`config.mk`:
```
export PLATFORM = sky130hd
export DESIGN_NAME = irq_timer_source
export DESIGN_NICKNAME = d
export VERILOG_FILES = /design/src/rtl/irq_timer_source.sv
export SDC_FILE = /design/constraint.sdc
export NUM_CORES = 1
export LEC_CHECK = 0
export CAP_MARGIN = 10
export CORE_MARGIN = 5
export CORE_UTILIZATION = 45
export CTS_CLUSTER_SIZE = 8
export DETAILED_ROUTE_END_ITERATION = 10
export PLACE_DENSITY = 0.62
export SKIP_CTS_REPAIR_TIMING = 1
export SYNTH_ARGS = -nofsm -noshare
export SYNTH_HDL_FRONTEND = slang
export SYNTH_SLANG_ARGS = --single-unit
```
`constraint.sdc`:
```
create_clock -name clk -period 2.9 [get_ports clk]
set_input_delay 0.435 -clock clk [delete_from_list [all_inputs] [get_ports clk]]
set_output_delay 0.435 -clock clk [all_outputs]
set_load 0.02 [all_outputs]
```
`src/rtl/irq_timer_source.sv`:
```
// irq_timer_source: three programmable countdown timers driving the CPU
// interrupt_signs lines, with level IRQs cleared by int_ack or W1C.
module irq_timer_source #(
   parameter int CHANNELS = 3,
   parameter int WIDTH    = 32
) (
   input  logic                clk,
   input  logic                rst_n,
   input  logic                we,
   input  logic [3:0]          addr,
   input  logic [31:0]         wdata,
   output logic [31:0]         rdata,
   input  logic [CHANNELS-1:0] int_ack,
   output logic [CHANNELS-1:0] interrupt_signs
);

   typedef enum logic [1:0] {
      IDLE  = 2'd0,
      RUN   = 2'd1,
      FIRED = 2'd2
   } state_e;

   state_e             st_q    [CHANNELS];
   logic [WIDTH-1:0]   load_q  [CHANNELS];
   logic [WIDTH-1:0]   count_q [CHANNELS];
   logic [2:0]         ctrl_q  [CHANNELS];
   logic [CHANNELS-1:0] pend_q, pend_d;
   logic [CHANNELS-1:0] ovr_q, ovr_d;

   logic [CHANNELS-1:0] wr_load;
   logic [CHANNELS-1:0] wr_ctrl;
   logic [CHANNELS-1:0] wr_stat;
   logic [CHANNELS-1:0] fire;
   logic [CHANNELS-1:0] clr_pend;

   always_comb begin
      wr_load  = '0;
      wr_ctrl  = '0;
      wr_stat  = '0;
      fire     = '0;
      clr_pend = '0;
      pend_d   = '0;
      ovr_d    = '0;
      for (int i = 0; i < CHANNELS; i++) begin
         if (we && addr[3:2] == 2'(i)) begin
            wr_load[i] = (addr[1:0] == 2'd0);
            wr_ctrl[i] = (addr[1:0] == 2'd1);
            wr_stat[i] = (addr[1:0] == 2'd3);
         end
         fire[i]     = (st_q[i] == RUN) && (count_q[i] == '0);
         clr_pend[i] = int_ack[i] | (wr_stat[i] & wdata[0]);
         // a fire in the same cycle as a clear wins and is not an overrun
         pend_d[i]   = fire[i] | (pend_q[i] & ~clr_pend[i]);
         ovr_d[i]    = (fire[i] & pend_q[i] & ~clr_pend[i])
                     | (ovr_q[i] & ~(wr_stat[i] & wdata[1]));
      end
   end

   always_ff @(posedge clk or negedge rst_n) begin
      if (!rst_n) begin
         pend_q <= '0;
         ovr_q  <= '0;
         for (int i = 0; i < CHANNELS; i++) begin
            st_q[i]    <= IDLE;
            load_q[i]  <= '0;
            count_q[i] <= '0;
            ctrl_q[i]  <= '0;
         end
      end else begin
         pend_q <= pend_d;
         ovr_q  <= ovr_d;
         for (int i = 0; i < CHANNELS; i++) begin
            if (wr_load[i])
               load_q[i] <= wdata[WIDTH-1:0];
            if (wr_ctrl[i]) begin
               ctrl_q[i] <= wdata[2:0];
               if (wdata[0]) begin
                  count_q[i] <= load_q[i];
                  st_q[i]    <= RUN;
               end else begin
                  st_q[i]    <= IDLE;
               end
            end else if (st_q[i] == RUN) begin
               if (count_q[i] != '0)
                  count_q[i] <= count_q[i] - WIDTH'(1);
               else if (ctrl_q[i][1])
                  count_q[i] <= load_q[i];
               else
                  st_q[i]    <= FIRED;
            end
         end
      end
   end

   always_comb begin
      rdata = '0;
      for (int i = 0; i < CHANNELS; i++) begin
         if (addr[3:2] == 2'(i)) begin
            case (addr[1:0])
               2'd0:    rdata = 32'(load_q[i]);
               2'd1:    rdata = {29'd0, ctrl_q[i]};
               2'd2:    rdata = 32'(count_q[i]);
               default: rdata = {30'd0, ovr_q[i], pend_q[i]};
            endcase
         end
      end
   end

   always_comb begin
      interrupt_signs = '0;
      for (int i = 0; i < CHANNELS; i++)
         interrupt_signs[i] = pend_q[i] & ctrl_q[i][2];
   end

endmodule

```
After elaboration in Yosys (flattened, before gate mapping)
Index checks and enable logic that the tools add are counted.
Storage, ports and cells
  flip-flop bits (word level): 213
  input port bits: 42
  output and inout bits: 35
  word-level logic and storage cells: 139
Operators by class
  equal/unequal tests: 17
  reductions and logical operators: 26
  add/subtract/negate cells: 3
  bitwise operators: 36
  mux-type cells: 43
Operator list (count)
  $mux W32: 18
  $pmux W32 S3: 3
  $logic_not A32 Y1: 3
  $reduce_bool A32 Y1: 3
  $sub A32 B1 Y32 const B: 3
  $mux W2: 12
  $and A1 B1 Y1: 21
  $reduce_and A3 Y1: 6
  $ne A2 B2 Y1 const B: 6
  $eq A2 B1 Y1 const B: 5
  $mux W1: 10
  $or A1 B1 Y1: 9
  $reduce_bool A3 Y1: 3
  $eq A2 B2 Y1 const B: 3
  $logic_and A1 B1 Y1: 6
  $ne A2 B1 Y1 const B: 3
  $not A1 Y1: 6
  $reduce_bool A2 Y1: 3
  $logic_not A2 Y1: 2

Logic depth before layout (Yosys ltp)
  word-level depth: 8
  depth in mapped cells: 10

Worst setup path before layout
No wires, ideal clock.
  path type: input to output
  start: in addr[3]
  end: out rdata[11]
  arrival time: 2.325 ns
  required time: 2.465 ns
  setup slack: 0.140 ns
  stages on the path: 5
  path through: buf_1 clkbuf_1 buf_1 mux2i_1 o21ai_0
Between the ends
  cells in the longest elaborated chain, start to end: 4
  elaborated cells on any way between the ends: 6
  those cells by class: eq/ne (2); mux (3); reduce/logical (1)
Ends and longest elaborated chain
  start: declaration: RTL line 10  | input logic [3:0] addr,
  $logic_not A2 Y1: RTL line 98  | if (addr[3:2] == 2'(i)) begin
  $mux W32 (2 in a row): RTL line 98
  $mux W32 *: RTL line 98
  end: declaration: RTL line 12  | output logic [31:0] rdata,
Mark *: on every way between the ends. The rest lies on a longest branch, timed or not.

Worst setup path in the final report
  start: reg count_q[18] (netlist name)
  end: out rdata[18]
Between the ends
  cells in the longest elaborated chain, start to end: 2
Ends and longest elaborated chain
  start: declaration: RTL line 25  | logic [WIDTH-1:0] count_q [CHANNELS];
  start signal: indexed assignment: RTL line 78  | count_q[i] <= load_q[i];
  start signal: indexed assignment: RTL line 85  | count_q[i] <= count_q[i] - WIDTH'(1);
  start signal: indexed assignment: RTL line 87  | count_q[i] <= load_q[i];
  $pmux W32 S3: RTL line 99  | case (addr[1:0])
  $mux W32: RTL line 98
Every way passes these cells.

==> metrics.md <==
| Metric | Value |
|---|---|
| Run status | completed |
| Buf/Inv on CP | 2 |
| Synth warn | 0 |
| Initial antenna violation count | 1 |
| Main synth FF type | dfrtp_1 |
| CTS Buffer Depth | 3 |
| # rows | 61 |
| Critical path endpoint category | output pin |
| Layout cell share with drive strength beyond 1 | 21.06% |
| DP Wirelength | 33530 microns |
| N_diodes | 0 |
| H-tree lvl count | 1 |
| Via count | 11638 |
| Post-synthesis sequential area ratio | 42.09% |
| Critical-path cell list | buf_4, mux4_2, a21oi_1, nor2_1, clkdlybuf4s50_1 |
| Die span in x | 177.8 microns |
| Critical path required time | 2470 ps |
| DRC | 0 |
| Post-Synthesis Cells | 1311 |
| Yosys reg bits | 213 |
| Crit-path leading delay family | buffers and inverters |
| Filler-free cell count of the finished design | 1826 |
| Slowest cell on crit path | clkdlybuf4s50_1 |
| Total clock sinks | 213 |
| Hold Crit Class | input port to flop |
| CTS Root Buffer Type | clkbuf_16 |
| Final Hold Fails | 0 |
| Pin count of the biggest net entering global routing | 82 |
| # setup viols final | 0 |
| Crit-path max cell delay | 550 ps |
| Final setup TNS | 0 ps |
| Area Growth Syn to Fin | 23.26% |
| Highest-count cells in the layout ignoring fill and taps | dfrtp_1 (213), buf_4 (106), mux2_2 (105), o21ai_0 (97), a21oi_1 (89) |
| Sw Share | 34.87% |
| Placed cells | 1792 |
| Worst-path clk slew | 50 ps |
| Crit path kind | flop to output pin |
| Slew headroom | 53.49% |
| Die ar. | 0.03160 sq mm |
| Mean Syn Cell Area | 9.659 sq um |
| Routed Antenna Nets | 0 |
| Mapped cell area | 0.01266 sq mm |
| RePlAce Congestion | 0.9292 |
| Max Clock Freq | 0.3505 GHz |
| Worst Tran Pin Value | 697.6 ps |
| Syn Nets | 1359 |
| Vias/cell | 6.373 |
| Most common cell after layout, fill and taps aside | dfrtp_1 |
| Detailed-route wire length | 45680 microns |
| Synth async-reset ratio | 100.0% |
| Layout net count | 1495 |
| Wirelength per Cell | 25.02 microns |
| First-pass GRT wire length | 70550 microns |
| Number of global-route vias before repair | 11551 |
| Clock Skew | 10.16 ps |
| Sequential share of power | 42.9% |
| Gr usage total | 28.92% |
| Initial core utilization | 45.58% |
| Die Span Y | 177.8 microns |
| Util after Layout | 56.18% |
| Worst EP arrival | 2420 ps |
| MaxCap Viol Count | 0 |
| Clk Latency, worst-skew pair | 550 ps |
| Drt initial violations | 1138 |
| Initial DRT Pass Iterations | 5 |
| RSZ-0062 raised after global routing | no |
| Startpoint types | flop |
| # IOs | 77 |
| NetSw | 3.732 mW |
| CTS tree | built |
| Global route overflow | 0 |
| Cell variety after synth | 70 |
| Clock share of power | 29.3% |
| Floorplan core area | 0.02778 sq mm |
| Total power | 10.70 mW |
| Num CTS Buffers | 30 |
| Worst VDD drop | 474.0 uV |
| Max FO, Critical Path | 6 |
| Post-synth EDFFs | 0 |
| Internal power component | 6.971 mW |
| Pwr per Cell Area | 685.7 mW/mm^2 |
| Pins Over Slew Limit | 0 |
| Combinational Power Share | 27.8% |
| Fin crit share | 98.38% |
| Minimum clock period | 2853 ps |
| Port bufs | 76 |
| Static leakage | 7.069 nW |
-- cell usage after synthesis (7+ instances only) --
cell type  instances  area, sq um
a211oi_1           7        52.55
a21oi_1           90        450.4
a221oi_1          11        96.34
a22oi_1           24        180.2
a2bb2oi_1         12        105.1
a31oi_1           26        162.7
and3_1             8        50.05
buf_1             15        56.30
buf_2             21        105.1
clkbuf_1          58        217.7
dfrtp_1          213         5330
inv_1             30        112.6
mux2_2           105         1182
mux2i_1           83        830.8
nand2_1           69        259.0
nand2b_1           9        56.30
nand3_1           27        135.1
nand4_1           21        131.4
nor2_1            84        315.3
nor3_1            48        240.2
nor4_1            29        181.4
o211ai_1           8        60.06
o21a_1            13        97.59
o21ai_0           98        490.5
o22a_1            46        402.9
o22ai_1           11        68.82
o2bb2ai_1         17        148.9
or3_1             16        100.1
or4_1              9        67.56
-- flip-flops by register name (all words and copies together) (netlist names) --
register / count
ovr_q: 3
st_q: 6
load_q: 96
count_q: 96
pend_q: 3
ctrl_q: 9
-- cell type report --
cell class	instances	area, sq um
Multi-Input combinational cell	968	6825
Fill cell	2527	12170
Timing Repair Buffer	204	2074
Inverter	30	112.6
Sequential cell	213	5330
Tap cell	378	473.0
Clock buffer	33	793.3
-- metrics by stage --
stage | hold WS [ps] | cell area, sq um | setup slack, ps
global route | 386.3 | 15610 | 28.09
floorplan | 139.4 | 12660 | 139.6
global placement | 461.0 | 14720 | -119.5
finish | 379.0 | 15610 | 46.89
detailed placement | 473.7 | 14720 | -120.0
CTS | -78.88 | 15510 | -143.7
-- power by group through the flow --
| stage | Sequential (mW) | Combinational (mW) | Clock, mW |
|---|---|---|---|
| 2_1_floorplan | 4.23 | 1.82 | 0 |
| 3_3_place_gp | 4.59 | 2.88 | 0 |
| 3_5_place_dp | 4.62 | 2.94 | 0 |
| 4_1_cts | 4.57 | 2.96 | 3.19 |
| 5_1_grt | 4.68 | 3.23 | 3.31 |
| 6_report | 4.59 | 2.97 | 3.14 |
-- logic make-up (layout without fill, tap and decap cells) --
logic type	after synthesis	count (layout)	synth area share (%)
simple gates	361	361	14.63
compound gates	407	407	21.36
buf+inv	130	267	4.357
fa+ha+maj	6	6	0.5928
flops	213	213	42.09
mux	194	194	16.96
-- per-layer routing --
metal	GRT usage [%]	vias to the layer above	routed length [microns]
li1	-	5240	-
met1	40.02	5753	19530
met2	44.60	511	20410
met3	3.963	132	2930
met4	14.47	2	2814
met5	0	-	7
-- worst paths after layout --
kind | from | to | slack, ps | cells past startpoint
setup / recovery | count_q[18] | rdata[18] | 50 | 5
hold / removal | addr[3] | ctrl_q[6] | 380 | 3
max in group asynchronous | rst_n | load_q[78] | 1690 | 3
hold reg to reg | ctrl_q[3] | ctrl_q[3] | 480 | 1
min in group asynchronous | rst_n | ctrl_q[5] | 480 | 2
setup reg to reg | count_q[24] | count_q[15] | 180 | 8
-- worst min-delay path: stages --
cell	delay (ps)
buf_4	150
or3_1	220
nand2_1	70
No activity file was read; power rests on OpenSTA's default activity.
==> patch 1, RTL diff (same flow settings) <==
Set the parameter `CHANNELS` to 5 (it was 3).
--- a/src/rtl/irq_timer_source.sv
+++ b/src/rtl/irq_timer_source.sv
@@ -1,7 +1,7 @@
 // irq_timer_source: three programmable countdown timers driving the CPU
 // interrupt_signs lines, with level IRQs cleared by int_ack or W1C.
 module irq_timer_source #(
-   parameter int CHANNELS = 3,
+   parameter int CHANNELS = 5,
    parameter int WIDTH    = 32
 ) (
    input  logic                clk,
Interface: changed (resized int_ack and interrupt_signs); port bits go from 77 to 81. No check against the original RTL was run, so the function may have changed too.
==> patch 1 against the original RTL <==
  * Area after synthesis up 53%
  * Final area rose by 49%
  * Global-route usage increased by 2.9 points
  * Maximum frequency fell by 0.92%
  * Die area grew 50%
  * Sequential cell count is 106 higher
  * Clock skew is 11 ps higher
  * Setup slack got worse by 26 ps
  * Critical endpoint is now rdata[21]
  * Power is 59% higher
  * Wire length rose by 67%
==> patch 1: results (changes against the original RTL) <==
[finish]
buf_share=0.108  ; -0.0246
drive_above_1_share=0.199  ; -0.0116
num-fill-cells=3859  ; +53%
design_area_sq_um=23300  ; +49%
clk_share=0.0502  ; -0.000580
multi_input_area_share=0.457  ; +0.0194
nets=2228  ; +49%
multi_input_cells=1487  ; +54%
reg_top3=count_q: 160 flops, load_q: 128 flops, ctrl_q: 12 flops
buffers_excl_clock=255  ; +25%
inverters_excl_clock=66  ; +120%

[clocking]
cts.sinks=319  ; +50%
clkLatencyLatePin_ps=580  ; +30 ps
cts_made_buffers=45  ; +50%
cts-htree-levels=2  ; +1

[global_route]
first_global_vias=17400  ; +50%
grt_usage=0.318  ; +0.0291
grt_pass1_wl_microns=115000  ; +63%
grtUsageMet2=0.457  ; +0.0108
antenna_found_initial=4  ; +3
grt_max_degree=61  ; -26%
globalRouteMet1Util=0.470  ; +0.0696

[placement]
dp.cells=2710  ; +51%
hpwlAfterDp_microns=55300  ; +65%
io_buffer_count=80  ; +5.3%
gp_congestion=1.04  ; +12%
dpl_worst_slack_ps=-127  ; -6.79 ps
place_area_sq_um=22000  ; +50%

[pwr]
p_per_area_nw_per_um2=728  ; +6.2%
sequentialPower_uw=7160  ; +56%
leakage_uw=0.0100  ; +42%
vdd_ir_drop_max_uv=439  ; -7.4%
p_sw_uw=6350  ; +70%
comb_power_share=0.298  ; +0.020

[route]
wl_met2_microns=32300  ; +58%
drt_iter0_drc=2272  ; +100%
vias_per_cell=6.56  ; +2.9%
vias=18100  ; +56%
dr.pass1.iters=6  ; +1
wl_met3_microns=8150  ; +180%
wl_per_cell_microns=27.6  ; +10%

[outcome]
status=finished clean

[timing]
tightest_slew_ps=712  ; +14.3 ps
skew_ps=21.3  ; +11.1 ps

[yosys]
synthCells=2025  ; +54%
yosysUniqueCellTypes=71  ; +1.4%
syn_area_per_cell_sq_um=9.58  ; -0.83%
seq_area_frac_synth=0.412  ; -0.00937
syn_nets=2079  ; +53%
synth_area_leaders=dfrtp_1, mux2_2, mux2i_1
synth_common_cells=dfrtp_1, o21ai_0, mux2i_1

[worst_setup_path]
reg2reg_depth=10  ; +2
crit_arrival_ps=2440  ; +20 ps
path_max_fanout=4  ; -2
max_stage_delay_ps=630  ; +80 ps

[min_path]
hp-class=input port to async pin

-- patch 1: worst paths after layout --
kind | start | end | slack, ps
min reg2reg | ctrl_q[3]$_DFFE_PN0P_ | ctrl_q[3]$_DFFE_PN0P_ | 490
max in group asynchronous | rst_n | load_q[94]$_DFFE_PN0P_ | 1680
max reg2reg | count_q[0]$_DFFE_PN0P_ | count_q[21]$_DFFE_PN0P_ | 110
min | rst_n | count_q[151]$_DFFE_PN0P_ | 400
min in group clk | ctrl_q[3]$_DFFE_PN0P_ | ctrl_q[3]$_DFFE_PN0P_ | 490
max | load_q[21]$_DFFE_PN0P_ | rdata[21] | 20
-- patch 1: cells by family (layout without fill, tap and decap cells) --
family | after synthesis | count (layout) | synth area share
buffers and inverters | 219 | 369 | 0.0457
AO/OA/AOI/OAI | 585 | 585 | 0.194
adder cells (fa/ha/maj) | 10 | 10 | 0.00645
AND/OR/NAND/NOR | 603 | 603 | 0.164
other | 0 | 2 | 0
flip-flops | 319 | 319 | 0.412
multiplexers | 289 | 289 | 0.178
==> patch 2, RTL diff (same flow settings) <==
Made on the original files. Make the reset (`rst_n`) synchronous in one clocked block.
--- a/src/rtl/irq_timer_source.sv
+++ b/src/rtl/irq_timer_source.sv
@@ -56,7 +56,7 @@
       end
    end
 
-   always_ff @(posedge clk or negedge rst_n) begin
+   always_ff @(posedge clk) begin
       if (!rst_n) begin
          pend_q <= '0;
          ovr_q  <= '0;
Formal check against the unedited RTL: differs if rst_n is asserted again (counterexample within 4 cycles, from zero or initial values and one cycle with rst_n low); with rst_n held inactive, the same outputs for 4 cycles.
==> patch 2 against the original RTL <==
  * Die area decreased by 5.8%
  * Clock skew up 6.8 ps
  * Sequential cell count unchanged
  * Setup slack improved by 40 ps
  * Area after synthesis shrank 6.1%
  * Wire length shrank 17%
  * Maximum frequency is 1.4% higher
  * Final area decreased by 3.6%
  * Critical path type is now register to register
  * Largest cell class is now sequential cells
Power is not compared: it rests on default switching activity, and its combinational part moved more than twofold at a synthesized area within 25%.
==> patch 2: results (changes against the original RTL) <==
[worst_setup_path]
path_max_fanout=7  ; +1
ff2ff_setup_slack_ps=90  ; -90 ps
reg2reg_depth=7  ; -1
worst-setup-path-type=register to register
crit_arrival_ps=3110  ; +690 ps
reg2reg_to=count_q[2][27]$_DFFE_PP_
reg2reg_from=count_q[0][21]$_SDFFCE_PP0P_

[clocking]
clockBufferDepth=3  ; unchanged
cts_made_buffers=30  ; unchanged
clkLatencyLatePin_ps=550  ; about the same
cts-root-buf=clkbuf_16
path_clk_slew_ps=50  ; about the same
cts-htree-levels=1  ; unchanged

[outcome]
status=finished clean

[yosys]
synth.area.mux_share=0.0712  ; -0.0984
syn_nets=1125  ; -17%
synth_area_leaders=edfxtp_1, a211oi_1, nor2_1
synthArstFlopShare=0  ; -1.00
dominantRegCellSynth=edfxtp_1
yosysUniqueCellTypes=62  ; -11%
synth_xor_area_frac=0.0567  ; +0.0567
yosys.area.top_type_share=0.520  ; +0.0993
seq_area_frac_synth=0.532  ; +0.111
synth_edf_count=206  ; +206
ys_warn_count=0  ; unchanged
synth_common_cells=edfxtp_1, nor2_1, a211oi_1
synthAdderAreaFrac=0.00526  ; -0.000667
synth-compound-area-share=0.136  ; -0.0776

[global_route]
grt_max_degree=44  ; -46%
grt_usage=0.246  ; -0.0430
grt_pass1_wl_microns=58000  ; -18%
first_global_vias=9779  ; -15%
antenna_found_initial=0  ; -1

[finish]
nets=1310  ; -12%
diodes=0  ; unchanged
drive_above_1_share=0.199  ; -0.0119
num-fill-cells=2239  ; -11%
reg_top3=count_q: 96 flops, load_q: 96 flops, ctrl_q: 9 flops

[timing]
skew_ps=17.0  ; +6.83 ps
tightest_slew_ps=573  ; -124 ps
holdWs_ps=492  ; +113 ps

[min_path]
holdPathStages=2  ; -1
hold_start=ovr_q[2]$_SDFF_PN0_
holdPathEnd=ovr_q[2]$_SDFF_PN0_
hp-class=register to register

[pwr]
p_sw_uw=2190
leakage_uw=0.00517

[route]
drt_iter0_drc=1000  ; -12%
wl_microns=37900  ; -17%
vias=9729  ; -16%
dr.pass1.iters=5  ; unchanged

[placement]
gp_congestion=0.961  ; +3.4%
io_buffer_count=76  ; unchanged
hpwlAfterDp_microns=26800  ; -20%

## patch 2: power groups by stage
| stage | clock (uW) | sequential, uW | combinational (uW) |
|---|---|---|---|
| CTS | 3230 | 3830 | 1330 |
| global route | 3380 | 3870 | 1430 |
| detailed placement | 0 | 3890 | 1320 |
| global placement | 0 | 3890 | 1310 |
| floorplan | 0 | 3840 | 714 |
| finish | 3190 | 3840 | 1340 |
## patch 2: area by class of cell
class | count | area, sq um | area share
sequential | 213 | 6330 | 0.420
multi-input combinational | 779 | 5350 | 0.356
timing repair buffer | 223 | 2070 | 0.137
clock buffer | 42 | 827 | 0.0550
tap | 335 | 419 | 0.0279
inverter | 16 | 60.1 | 0.00399
## patch 2: worst max path at each step
stage,cells past startpoint,end
global placement,11,count_q[1][29]$_SDFFCE_PP0P_
global route,7,count_q[2][24]$_DFFE_PP_
CTS,8,count_q[2][11]$_DFFE_PP_
finish,7,count_q[2][27]$_DFFE_PP_
floorplan,3,load_q[0][32]$_DFFE_PP_
detailed placement,8,count_q[2][11]$_DFFE_PP_
## patch 2: cells by family after synthesis
| group | after synthesis |
|---|---|
| AOI/OAI and AO/OA | 233 |
| xor gates and xnor gates | 77 |
| adders and majority gates | 5 |
| buffers and inverters | 86 |
| DFF | 213 |
| muxes | 71 |
| and+or+nand+nor | 393 |
## patch 2: metrics by stage
step | cell area [sq um] | setup WS, ps | power, uW | instances
floorplan | 11900 | -773 | 4560 | 1078
global placement | 14200 | 55.5 | 5190 | 1566
detailed placement | 14200 | 14.4 | 5210 | 1566
CTS | 15000 | 0.213 | 8390 | 1608
global route | 15000 | -1.80 | 8680 | 1608
finish | 15000 | 87.0 | 8370 | 1608
## patch 2: worst max-delay path: stages (launching register included)
cell,delay [ps]
edfxtp_1,450
or3_1,430
or2_2,380
nor4_2,350
buf_4,190
o21ai_2,150
or2_2,370
a31o_2,260
## patch 2: routing by layer
| layer | track usage | vias up | share of wire |
|---|---|---|---|
| met5 | 0 | - | 0 |
| met4 | 0.0654 | 0 | 0.025 |
| met3 | 0.0461 | 70 | 0.090 |
| met2 | 0.394 | 436 | 0.47 |
| met1 | 0.347 | 4740 | 0.42 |
| li1 | - | 4483 | - |
